`config.mk`:
```
export PLATFORM = sky130hd
export DESIGN_NAME = rs_branch
export DESIGN_NICKNAME = d
export VERILOG_FILES = /design/src/rtl/rs_branch.sv
export SDC_FILE = /design/constraint.sdc
export NUM_CORES = 2
export LEC_CHECK = 0
export BUFFER_PORTS_ARGS = -buffer_cell sky130_fd_sc_hd__buf_2
export CAP_MARGIN = 25
export CORE_UTILIZATION = 40
export DETAILED_ROUTE_END_ITERATION = 6
export PLACE_DENSITY = 0.62
export SYNTH_ARGS = -nofsm -noshare
export SYNTH_HDL_FRONTEND = slang
export SYNTH_SLANG_ARGS = --single-unit
```
`constraint.sdc`:
```
create_clock -name CLK -period 3.24 [get_ports CLK]
set_input_delay 0.324 -clock CLK [delete_from_list [all_inputs] [get_ports CLK]]
set_output_delay 0.324 -clock CLK [all_outputs]
set_load 0.03 [all_outputs]
```
`src/rtl/rs_branch.sv`:
```
// Branch reservation queue: in-order circular FIFO that captures branch ops at dispatch,
// wakes operands from the CDB and issues the head entry to the branch unit.
module rs_branch #(
   parameter int unsigned DEPTH = 4,
   parameter int unsigned TAG_W = 5
) (
   input  logic             CLK,
   input  logic             nRST,
   input  logic             disp_valid,
   output logic             disp_ready,
   input  logic [1:0]       disp_branch_type,
   input  logic             disp_gate_sel,
   input  logic [31:0]      disp_pc,
   input  logic [31:0]      disp_imm,
   input  logic             disp_rs1_ready,
   input  logic [31:0]      disp_rs1_val,
   input  logic [TAG_W-1:0] disp_rs1_tag,
   input  logic             disp_rs2_ready,
   input  logic [31:0]      disp_rs2_val,
   input  logic [TAG_W-1:0] disp_rs2_tag,
   input  logic             cdb_valid,
   input  logic [TAG_W-1:0] cdb_tag,
   input  logic [31:0]      cdb_value,
   input  logic             flush,
   output logic             issue_valid,
   input  logic             fu_ready,
   output logic             branch,
   output logic [1:0]       branch_type,
   output logic             branch_gate_sel,
   output logic [31:0]      reg_a,
   output logic [31:0]      reg_b,
   output logic [31:0]      current_pc,
   output logic [31:0]      imm
);

   localparam int unsigned PTR_W = (DEPTH > 1) ? $clog2(DEPTH) : 1;
   localparam int unsigned CNT_W = PTR_W + 1;
   localparam logic [CNT_W-1:0] FULL = CNT_W'(DEPTH);

   logic [PTR_W-1:0] head, tail;
   logic [CNT_W-1:0] count;

   logic [DEPTH-1:0] ent_valid, rs1_rdy, rs2_rdy, gate_sel;
   logic [1:0]       btype   [DEPTH];
   logic [31:0]      pc      [DEPTH];
   logic [31:0]      imm_q   [DEPTH];
   logic [31:0]      rs1_val [DEPTH];
   logic [31:0]      rs2_val [DEPTH];
   logic [TAG_W-1:0] rs1_tag [DEPTH];
   logic [TAG_W-1:0] rs2_tag [DEPTH];

   logic push, pop, rs1_byp, rs2_byp;

   // Full blocks dispatch even if the head pops this cycle.
   assign disp_ready  = (count < FULL) && !flush;
   assign issue_valid = (count != '0) && rs1_rdy[head] && rs2_rdy[head] && !flush;
   assign push        = disp_valid && disp_ready;
   assign pop         = issue_valid && fu_ready;
   assign rs1_byp     = !disp_rs1_ready && cdb_valid && (cdb_tag == disp_rs1_tag);
   assign rs2_byp     = !disp_rs2_ready && cdb_valid && (cdb_tag == disp_rs2_tag);

   assign branch          = issue_valid;
   assign branch_type     = btype[head];
   assign branch_gate_sel = gate_sel[head];
   assign reg_a           = rs1_val[head];
   assign reg_b           = rs2_val[head];
   assign current_pc      = pc[head];
   assign imm             = imm_q[head];

   always_ff @(posedge CLK or negedge nRST) begin
      if (!nRST) begin
         head      <= '0;
         tail      <= '0;
         count     <= '0;
         ent_valid <= '0;
         rs1_rdy   <= '0;
         rs2_rdy   <= '0;
         gate_sel  <= '0;
         for (int i = 0; i < DEPTH; i++) begin
            btype[i]   <= '0;
            pc[i]      <= '0;
            imm_q[i]   <= '0;
            rs1_val[i] <= '0;
            rs2_val[i] <= '0;
            rs1_tag[i] <= '0;
            rs2_tag[i] <= '0;
         end
      end else if (flush) begin
         head      <= '0;
         tail      <= '0;
         count     <= '0;
         ent_valid <= '0;
      end else begin
         if (cdb_valid) begin
            for (int i = 0; i < DEPTH; i++) begin
               if (ent_valid[i] && !rs1_rdy[i] && (rs1_tag[i] == cdb_tag)) begin
                  rs1_rdy[i] <= 1'b1;
                  rs1_val[i] <= cdb_value;
               end
               if (ent_valid[i] && !rs2_rdy[i] && (rs2_tag[i] == cdb_tag)) begin
                  rs2_rdy[i] <= 1'b1;
                  rs2_val[i] <= cdb_value;
               end
            end
         end
         if (push) begin
            ent_valid[tail] <= 1'b1;
            btype[tail]     <= disp_branch_type;
            gate_sel[tail]  <= disp_gate_sel;
            pc[tail]        <= disp_pc;
            imm_q[tail]     <= disp_imm;
            rs1_rdy[tail]   <= disp_rs1_ready || rs1_byp;
            rs1_val[tail]   <= rs1_byp ? cdb_value : disp_rs1_val;
            rs1_tag[tail]   <= disp_rs1_tag;
            rs2_rdy[tail]   <= disp_rs2_ready || rs2_byp;
            rs2_val[tail]   <= rs2_byp ? cdb_value : disp_rs2_val;
            rs2_tag[tail]   <= disp_rs2_tag;
            tail            <= tail + PTR_W'(1);
         end
         if (pop) begin
            ent_valid[head] <= 1'b0;
            head            <= head + PTR_W'(1);
         end
         unique case ({push, pop})
            2'b10:   count <= count + CNT_W'(1);
            2'b01:   count <= count - CNT_W'(1);
            default: count <= count;
         endcase
      end
   end

endmodule

```
* After elaboration in Yosys (flattened, before gate mapping) *
Cells that the tools add are included.

storage, ports and cells
  memories = 0
  latch bits = 0
  ROM bits = 0
  flip-flop bits (word level) = 583
  bits of input ports = 186
  memory bits (writable) = 0

cells by class
  divide/modulo/power cells = 0
  multipliers = 0
  magnitude comparators = 8
  reductions and logical operators = 47
  equal/unequal tests = 12
  $add $sub $neg = 4
  bitwise operators = 6
  multiplexer cells = 81
  shift operators = 0

operators with widths
  kind                                                       number
  2-to-1 mux 128 bit                                         6
  2-to-1 mux 32 bit                                          19
  bitwise mux 128 bit                                        4
  binary-select mux 32 bit (select 2 bit)                    4
  demux 32 bit (select 2 bit)                                1
  == test 5 bit                                              10
  bitwise mux 20 bit                                         2
  2-to-1 mux 4 bit                                           10
  logical AND 1 bit                                          29
  2-to-1 mux 2 bit                                           7
  2-to-1 mux 1 bit                                           13
  bitwise mux 4 bit                                          3
  zero test 1 bit                                            11
  demux 5 bit (select 2 bit)                                 1
  bitwise mux 8 bit                                          1
  binary-select mux 1 bit (select 2 bit)                     3
  greater-or-equal comparator 3 bit (second input constant)  2
  < comparator 2 x 3 -> 1 bit (second input constant)        2
  inverter 2 -> 3 bit                                        2
  one-hot mux 3 bit (2 select lines)                         1
  nonzero test 3 bit                                         2
  2-to-1 mux 5 bit                                           1
  adder 2 x 1 -> 2 bit (second input constant)               2
  AND 4 bit                                                  1
  17 further kinds                                           21

* Logic depth before layout (Yosys ltp) *
  depth after elaboration = 10
  depth in mapped cells = 10
  mapped depth without buffers = 9

* Worst setup path before layout *
Ideal clock, no wire load.

  kind = register -> output
  start point = register head[1]
  end point = output issue_valid
  arrival = 2307 ps
  setup slack = 609 ps
  stages on the path, launching flop included = 6
  required time = 2916 ps
  buffers on the path = 4
  cells stage by stage = dfrtp_1 -> clkbuf_1 -> clkbuf_1 -> clkbuf_1 -> a311oi_1 -> buf_4

between the ends
  cells in the longest elaborated chain, start to end = 5
  elaborated cells on any way between the ends = 7
  classes of those cells = mux (4); reduce/logical (3)

RTL lines
  what                                    line  source
  from (decl)                             40    logic [PTR_W-1:0] head, tail;
  from (signal assigned)                  122   head <= head + PTR_W'(1);
  binary-select mux 1 bit (select 2 bit)  56    assign issue_valid = (count != '0) && rs1_rdy[head] && rs2_rdy[head] && !flush;
  2-to-1 mux 1 bit (not written as such)  56
  logical AND 1 bit                       56
  logical AND 1 bit * (2 in series)       56
  to (decl)                               25    output logic issue_valid,

Mark *: on every way between the ends. The rest lies on a longest branch, timed or not. The select of a mux whose other input is x is not followed.

* Worst setup path after layout *
  start point = register head[1]
  end point = output branch

between the ends
  cells in the longest elaborated chain, start to end = 5
  elaborated cells on any way between the ends = 7
  classes of those cells = mux (4); reduce/logical (3)

RTL lines
  what                                    line  source
  binary-select mux 1 bit (select 2 bit)  56
  2-to-1 mux 1 bit (not written as such)  56
  logical AND 1 bit                       56
  logical AND 1 bit * (2 in series)       56
  to (decl)                               27    output logic branch,

Marked as above.

==> results.toml <==
[floorplanning]
die_h_microns = 267
io_pins = 320
rows = 96
floorplan.initialDensity_pct = 40.7
dieArea_sq_um = 71300
core-area_sq_um = 69100
die-width_microns = 267

[grt]
first_global_vias = 23400
grt-ovfl-total = 0
grt_max_degree = 129
grt_pass1_wl_mm = 139
track_usage_pct = 25.5
antenna_found_initial = 22

[finish]
final_common_cell = "nand2_1"
nets = 3052
area_delta_synth_final_pct = 19.4
layout-drive-gt1-share_pct = 27.5
final_area_sq_um = 33500
final_cell_mix = "nand2_1, dfrtp_1, buf_2"

[synth]
yosys_warnings = 0
yosys_most_used_dff = "dfrtp_1"
ys_async_sr_fraction_pct = 100
netlist_instances = 2576
synth_cell_types = 48
avgSynthCellArea_sq_um = 10.9
synth_area_sq_um = 28100
ys_ff_latch = 583
syn_nets = 2771
synth_edf_count = 0
ys_seq_area_share_pct = 51.9

[sta]
clock_skew_ns = 0.0189
grt_setup_unrepaired = "false"
hold_violations = 0
fmax_mhz = 321
relSlewSlack_pct = 38.6
setup_tns_ns = 0
setup_viol = 0
fin_crit_sh_pct = 96.1
tightest_slew_ns = 0.921
timing.final.crit_period_ns = 3.11
slew_viol_final = 0

[clock_tree]
cts_tree = "done"
clockBufferDepth = 3
htreeDepth = 3
clkTransAtPathRegs_ns = 0.05
cts.sinks = 583
numCtsBuffers = 67
cts_setup_buffers = 0
clk_latency_ns = 0.62
cts-root-buf = "clkbuf_16"

[pwr]
p_leak_nw = 15.2
power_mw = 23.8
power.density_nw_per_um2 = 709
peakVddDrop_v = 0.000434

[setup_path]
cp_max_fo = 33
start_kind = "register"
worstRegToRegCells = 9
critical_path_required_ns = 2.92
r2r-start = "head[1]"
crit_slowest_cell = "dfrtp_4"
crit_path_end_kind = "primary output"
r2r_setup_slack_ns = 0.47
crit_type = "register to primary output"
cpPeakStageDelay_ns = 0.81
path_cells = "inv_1, a31oi_1, nand2_1, a311oi_2, buf_4, buf_2"
rr_endpoint = "count[1]"
crit_arrival_ns = 2.79

[hold_path]
min_to = "count[0]"
hp-class = "primary input to register"
hold_path_depth = 2
min-delay-start = "flush"

[status]
outcome = "completed"

[detailed_routing]
drtIter0Drc = 1988
num_vias = 22200
firstDrtPassIters = 5
drt-vias-per-instance = 5.76
drc = 0
wirelength_mm = 90.4
drtAntennaViolNets = 0
wl_per_cell_microns = 23.5

[placed_design]
port_buffers = 319
post_dp_cell_area_sq_um = 30500
routabilityCongestion = 0.863
hpwl_mm = 53.1

[job]
timing.max_cap.violations = 0
state kept, by name, summed over array words and instances (netlist names), 8 cells and up:
name	cells
imm_q	128
rs2_val	128
rs1_val	128
rs2_tag	20
rs1_tag	20
pc	128
btype	8
cell families (layout without fill, tap and decap cells):
| kind of cell | Yosys count | count (layout) | synth area share, % |
|---|---|---|---|
| AO/OA/AOI/OAI | 297 | 297 | 11.5 |
| AND/OR/NAND/NOR | 1253 | 1253 | 19.6 |
| multiplexers | 132 | 132 | 10.5 |
| other | 0 | 10 | 0 |
| XOR/XNOR | 51 | 51 | 1.64 |
| adder cells (fa/ha/maj) | 9 | 9 | 0.428 |
| flip-flops | 583 | 583 | 51.9 |
| buffers and inverters | 251 | 584 | 4.30 |
how the worst max path moves through the flow:
stage / start / endpoint / slack [ns] / cells after the start
3_5_place_dp: head[1] / count[1] / 0.51 / 9
6_report: head[1] / branch / 0.13 / 6
2_1_floorplan: head[1] / issue_valid / 0.61 / 5
5_1_grt: head[1] / issue_valid / 0.03 / 6
4_1_cts: head[1] / branch / 0.11 / 6
3_3_place_gp: head[1] / count[1] / 0.55 / 9
power breakdown:
part | internal [mW] | switching (mW) | total (mW) | leakage (nW)
clock network | 4.46 | 3.22 | 7.68 | 1.09
registers | 9.20 | 1.13 | 10.3 | 7.43
logic | 2.72 | 3.03 | 5.76 | 6.69
total | 16.4 | 7.38 | 23.8 | 15.2
cells in the mapped netlist, types with 2 or more instances:
| cell type | instances | area share, % |
|---|---|---|
| a311oi_1 | 2 | 0.062 |
| or2_0 | 2 | 0.045 |
| nand2_1 | 944 | 13 |
| o31ai_1 | 2 | 0.053 |
| o21a_2 | 2 | 0.062 |
| a21oi_1 | 7 | 0.12 |
| o32a_1 | 7 | 0.25 |
| ha_1 | 8 | 0.36 |
| mux4_2 | 131 | 11 |
| inv_1 | 5 | 0.067 |
| o2bb2a_1 | 2 | 0.071 |
| o221a_2 | 119 | 4.8 |
| xor2_1 | 34 | 1.1 |
| buf_4 | 8 | 0.21 |
| xnor2_1 | 16 | 0.50 |
| buf_6 | 27 | 1.1 |
| or4_4 | 3 | 0.12 |
| a211oi_1 | 5 | 0.13 |
| nand4_1 | 5 | 0.11 |
| a31oi_1 | 3 | 0.067 |
| nor4_4 | 4 | 0.30 |
| a22oi_2 | 3 | 0.13 |
| nor3_1 | 7 | 0.12 |
| nand3_1 | 3 | 0.053 |
| clkbuf_1 | 121 | 1.6 |
| or3_1 | 225 | 5.0 |
| o221a_1 | 137 | 5.5 |
| or2_2 | 32 | 0.71 |
| buf_1 | 63 | 0.84 |
| o2bb2a_4 | 2 | 0.14 |
| o21ai_0 | 2 | 0.036 |
| nor2_1 | 17 | 0.23 |
| and3_1 | 5 | 0.11 |
| nand4b_1 | 2 | 0.062 |
| dfrtp_1 | 583 | 52 |
| buf_2 | 26 | 0.46 |
through the flow:
step	setup WS, ns	hold slack [ns]	util (%)	cells
3_3_place_gp	0.551	0.332	44.1	3640
4_1_cts	0.110	0.0314	48.5	3840
2_1_floorplan	0.609	0.0284	-	2576
5_1_grt	0.0257	0.0472	48.6	3849
6_report	0.128	0.0612	48.6	3850
3_5_place_dp	0.507	0.336	44.1	3640
cell type report:
type                            count  area (sq um)
Sequential cell                   583         14600
Fill cell                        6242         35500
Antenna cell                       10          25.0
Inverter                            6          22.5
Multi-Input combinational cell   1742         12400
Clock inverter                     25           295
Clock buffer                       96          1940
Timing Repair Buffer              457          3080
Tap cell                          931          1160
critical path, delay by kind of cell, from the launching register on:
kind / cells / cell delay, ns
flops: 1 / 0.81
compound gates: 2 / 0.69
simple gates: 1 / 0.11
buf+inv: 3 / 0.57
per-layer routing:
| metal | wire length, microns | GRT usage [%] | vias up | part of all wire [%] |
|---|---|---|---|---|
| li1 | - | - | 9695 | - |
| met1 | 36300 | 32.7 | 11400 | 40 |
| met2 | 44300 | 42.2 | 939 | 49 |
| met3 | 6740 | 5.10 | 179 | 7.5 |
| met4 | 3000 | 10.3 | 14 | 3.3 |
| met5 | 94 | 0 | - | 0.10 |
repair_timing:
action	in CTS	in global routing
hold buffers	79	0
resized for setup	1	0
endpoints found under the hold margin	361	0
setup endpoints to repair	2	0
No activity file was read; power rests on OpenSTA's default activity.
